## src/rtl/det_1011.sv

```systemverilog
// Serial pattern detector: KMP-style match automaton with a registered one-cycle detect pulse.
// Optional macro DET_OVERLAP_EN: a complete match falls back to the pattern's failure value instead of 0.
module det_1011 #(
    parameter int unsigned           PAT_LEN = 4,
    parameter logic [PAT_LEN-1:0]    PATTERN = 4'b1011
) (
    input  logic sin,
    input  logic clk,
    input  logic reset,
    output logic y
);

    localparam int unsigned KW     = (PAT_LEN > 1) ? $clog2(PAT_LEN) : 1;
    localparam int unsigned NSTATE = 2 ** KW;
    localparam logic        LAST   = PATTERN[0];

`ifdef DET_OVERLAP_EN
    localparam bit OVERLAP = 1'b1;
`else
    localparam bit OVERLAP = 1'b0;
`endif

    // Pattern bit i, counted from the first bit received (the MSB of PATTERN).
    function automatic logic pat_bit(input int unsigned i);
        logic [15:0] t;
        t = 16'(PATTERN) >> (PAT_LEN - 1 - i);
        return t[0];
    endfunction

    // Longest pattern prefix that is a suffix of (first k pattern bits, then b),
    // capped below PAT_LEN so a full match yields the failure value of the whole pattern.
    function automatic int unsigned step(input int unsigned k, input logic b);
        int unsigned maxj;
        int unsigned res;
        int unsigned pos;
        logic        ok;
        logic        sb;
        maxj = (k >= PAT_LEN - 1) ? PAT_LEN - 1 : k + 1;
        res  = 0;
        for (int unsigned j = 1; j <= maxj; j++) begin
            ok = 1'b1;
            for (int unsigned m = 0; m < j; m++) begin
                pos = k + 1 - j + m;
                sb  = (pos == k) ? b : pat_bit(pos);
                if (sb != pat_bit(m)) ok = 1'b0;
            end
            if (ok) res = j;
        end
        return res;
    endfunction

    logic [KW-1:0] nxt0 [NSTATE];
    logic [KW-1:0] nxt1 [NSTATE];

    // Transition table, fixed at elaboration; unreachable codes park in state 0.
    for (genvar g = 0; g < NSTATE; g++) begin : g_tbl
        if (g < PAT_LEN) begin : g_live
            assign nxt0[g] = KW'(step(g, 1'b0));
            assign nxt1[g] = KW'(step(g, 1'b1));
        end else begin : g_pad
            assign nxt0[g] = '0;
            assign nxt1[g] = '0;
        end
    end

    logic [KW-1:0] k;
    logic [KW-1:0] k_nxt;
    logic          hit_c;

    always_ff @(posedge clk or posedge reset) begin
        if (reset) begin
            k <= '0;
            y <= 1'b0;
        end else begin
            k <= k_nxt;
            y <= hit_c;
        end
    end

    always_comb begin
        k_nxt = k;
        hit_c = 1'b0;
        k_nxt = sin ? nxt1[k] : nxt0[k];
        if ((k == KW'(PAT_LEN - 1)) && (sin == LAST)) begin
            hit_c = 1'b1;
            if (!OVERLAP) k_nxt = '0;
        end
    end

endmodule

```

## config.mk

```make
export PLATFORM = sky130hd
export DESIGN_NAME = det_1011
export DESIGN_NICKNAME = d
export VERILOG_FILES = /design/src/rtl/det_1011.sv
export SDC_FILE = /design/constraint.sdc
export NUM_CORES = 1
export LEC_CHECK = 0
export ABC_AREA = 1
export ABC_CLOCK_PERIOD_IN_PS = 1600
export CORE_AREA = 2 2 39 41
export DETAILED_ROUTE_END_ITERATION = 10
export DIE_AREA = 0 0 41 43
export SYNTH_ARGS = -nofsm -noshare
export SYNTH_HDL_FRONTEND = slang
export SYNTH_SLANG_ARGS = --single-unit
```

## constraint.sdc

```tcl
create_clock -name clk -period 1.6 [get_ports clk]
set_input_delay 0.16 -clock clk [delete_from_list [all_inputs] [get_ports clk]]
set_output_delay 0.16 -clock clk [all_outputs]
set_load 0.03 [all_outputs]
```

==> impl_metrics.tcl <==
set metrics [dict create \
    status "complete, no violations" \
    port_buffers 3 \
    async_flop_share_pct 100 \
    r2r_start "k[0]" \
    n_antenna_cell 0 \
    crit_path_end_kind "primary output" \
    p_seq_share_pct 35.9 \
    fin_util_pct 13.6 \
    max_stage_delay_ns 0.66 \
    path_buf_inv 1 \
    p_int_uw 183 \
    cpMaxStageDelayCell "clkdlybuf4s50_1" \
    die_h_um 43 \
    post-route-period-util_pct 85.5 \
    worstPathArrival_ns 1.21 \
    layout.nets 23 \
    path_max_fanout 1 \
    vias 88 \
    track_usage_pct 3.61 \
    grt-ovfl-total 0 \
    maxSlewViolCount 0 \
    insertion_delay_ns 0.23 \
    setup_viol 0 \
    synth-main-ff-cell "dfrtp_1" \
    postRouteAntennaNets 0 \
    htree_levels 1 \
    root_buffer "clkbuf_4" \
    drcViolationCount 0 \
    synth_area_leaders "dfrtp_1 (67%), inv_1 (10%), nand2_1 (10%), a21oi_1 (4.5%), nand3_1 (4.5%)" \
    dr_wl_met2_um 72 \
    wirelength_um 205 \
    grt_setup_unrepaired "no" \
    synth_edf_count 0 \
    hold_viol 0 \
    drt-pass1-iter-count 2 \
    routed_via_density 2.51 \
    clk_pin_slew_ns 0.04 \
    first_global_vias 96 \
    synthCells 12 \
    holdCritPathClass "primary input to async pin" \
    detail_route.wirelength.met1_um 103 \
    cts_resized 0 \
    max_slew_margin_pct 79.7 \
    max_freq_mhz 731 \
    netlist-cell-type-count 6 \
    gp_congestion 0.509 \
    syn_nets 15 \
    leakage_uw 0.0000933 \
    wl_met3_um 28 \
    yosysWarnings 0 \
    reg2reg_slack_ns 0.95 \
    grt_max_degree 4 \
    powerDensity_nw_per_um2 1260 \
    cts_sinks 3 \
    drtIter0Drc 3 \
    synthesis.area_um2 111 \
    timing.final.crit_period_ns 1.37 \
    ys_seq_area_share_pct 67.4 \
    synth_area_per_cell_um2 9.28 \
    pwr-share-comb_pct 7.0 \
    max_slew.worst_pin.slew_ns 0.304 \
    startpoint_type "flop" \
    io_pins 4 \
    cts_buffers 3 \
    path_class "flop to primary output" \
    clkPwrFrac_pct 57.1 \
    tns_ns 0 \
    synthTopCellsByCount "dfrtp_1 (3), inv_1 (3), nand2_1 (3)" \
    rows 14 \
    antenna_found_initial 0 \
    max-clock-path-buffers 2 \
    r2r-end "k[1]" \
    critPathTopFamily "buffers and inverters" \
    p_switching_uw 53.0 \
    die_area_um2 1760 \
    r2r_cells 3 \
    area.growth.synth_to_final_pct 68.5 \
    hold_buffers 0 \
    cts_tree "yes" \
    layout-drive-gt1-share_pct 15.8 \
    yosysTopAreaCell "dfrtp_1" \
    vdd_drop_max_mv 0.159 \
    wl_per_cell_um 5.86 \
    worstPathCellList "clkdlybuf4s50_1" \
    start_util_pct 8.05 \
    skew_ns 0.000904 \
    routed.top_layer "met3" \
    cap_viol_max_count 0 \
    grt_pass1_wl_um 345 \
    ys_ff_latch 3 \
    die_w_um 41 \
    synth_top_cell_area_share_pct 67.4 \
    cp.required_ns 1.44 \
    swShare_pct 22.4 \
    holdWs_ns 0.0957 \
    postCtsSetupRepairBufs 0 \
    coreArea_um2 1380 \
]
-- metal layers --
metal	vias to the layer above	track usage [%]
li1	48	-
met1	36	3.86
met2	4	2.81
met3	0	3.14
met4	0	6.00
met5	-	0
-- cells by family (layout without fill, tap and decap cells) --
kind of cell	count (synthesis)	in the layout	share of synthesized area, %
simple gates	5	5	18.0
flops	3	3	67.4
buf+inv	3	10	10.1
compound gates	1	1	4.49
-- placed cells by master (no fill, tap or decap) --
master | Yosys | routed
clkdlybuf4s50_1 | 0 | 3
a21oi_1 | 1 | 1
clkbuf_1 | 0 | 1
nand2_1 | 3 | 3
nor2_1 | 1 | 1
clkbuf_4 | 0 | 3
nand3_1 | 1 | 1
inv_1 | 3 | 3
dfrtp_1 | 3 | 3
-- metrics by stage --
stage	setup WS, ns	instance area [um2]	power, uW	std cells
floorplan	0.973	111	93.4	12
global placement	0.485	161	102	31
detailed placement	0.472	161	103	31
CTS	0.214	188	246	35
global route	0.199	188	257	35
finish	0.233	188	236	35
-- sequential cells by signal, indices dropped and copies added, names as in the netlist --
| signal | cells |
|---|---|
| y | 1 |
| k | 2 |
-- power groups by stage --
stage / sequential, uW / combinational [uW] / clock (uW)
2_1_floorplan: 86.7 / 6.66 / 0
3_3_place_gp: 85.5 / 16.2 / 0
3_5_place_dp: 85.3 / 17.2 / 0
4_1_cts: 84.8 / 16.9 / 144
5_1_grt: 85.2 / 19.2 / 153
6_report: 84.8 / 16.6 / 135
-- worst max path at each step --
stage | startpoint | end | slack [ns] | cells after the start
3_3_place_gp | y | y | 0.48 | 1
2_1_floorplan | y | y | 0.97 | 0
6_report | y | y | 0.23 | 1
5_1_grt | y | y | 0.20 | 1
4_1_cts | y | y | 0.21 | 1
3_5_place_dp | y | y | 0.47 | 1
-- final cells by class --
class | count | area (um2)
Fill cell | 153 | 1200
Sequential cell | 3 | 75.1
Timing Repair Buffer | 3 | 30.0
Clock buffer | 4 | 26.3
Multi-Input combinational cell | 6 | 25.0
Tap cell | 16 | 20.0
Inverter | 3 | 11.3
Note: power is estimated with default switching activity, not from simulation.
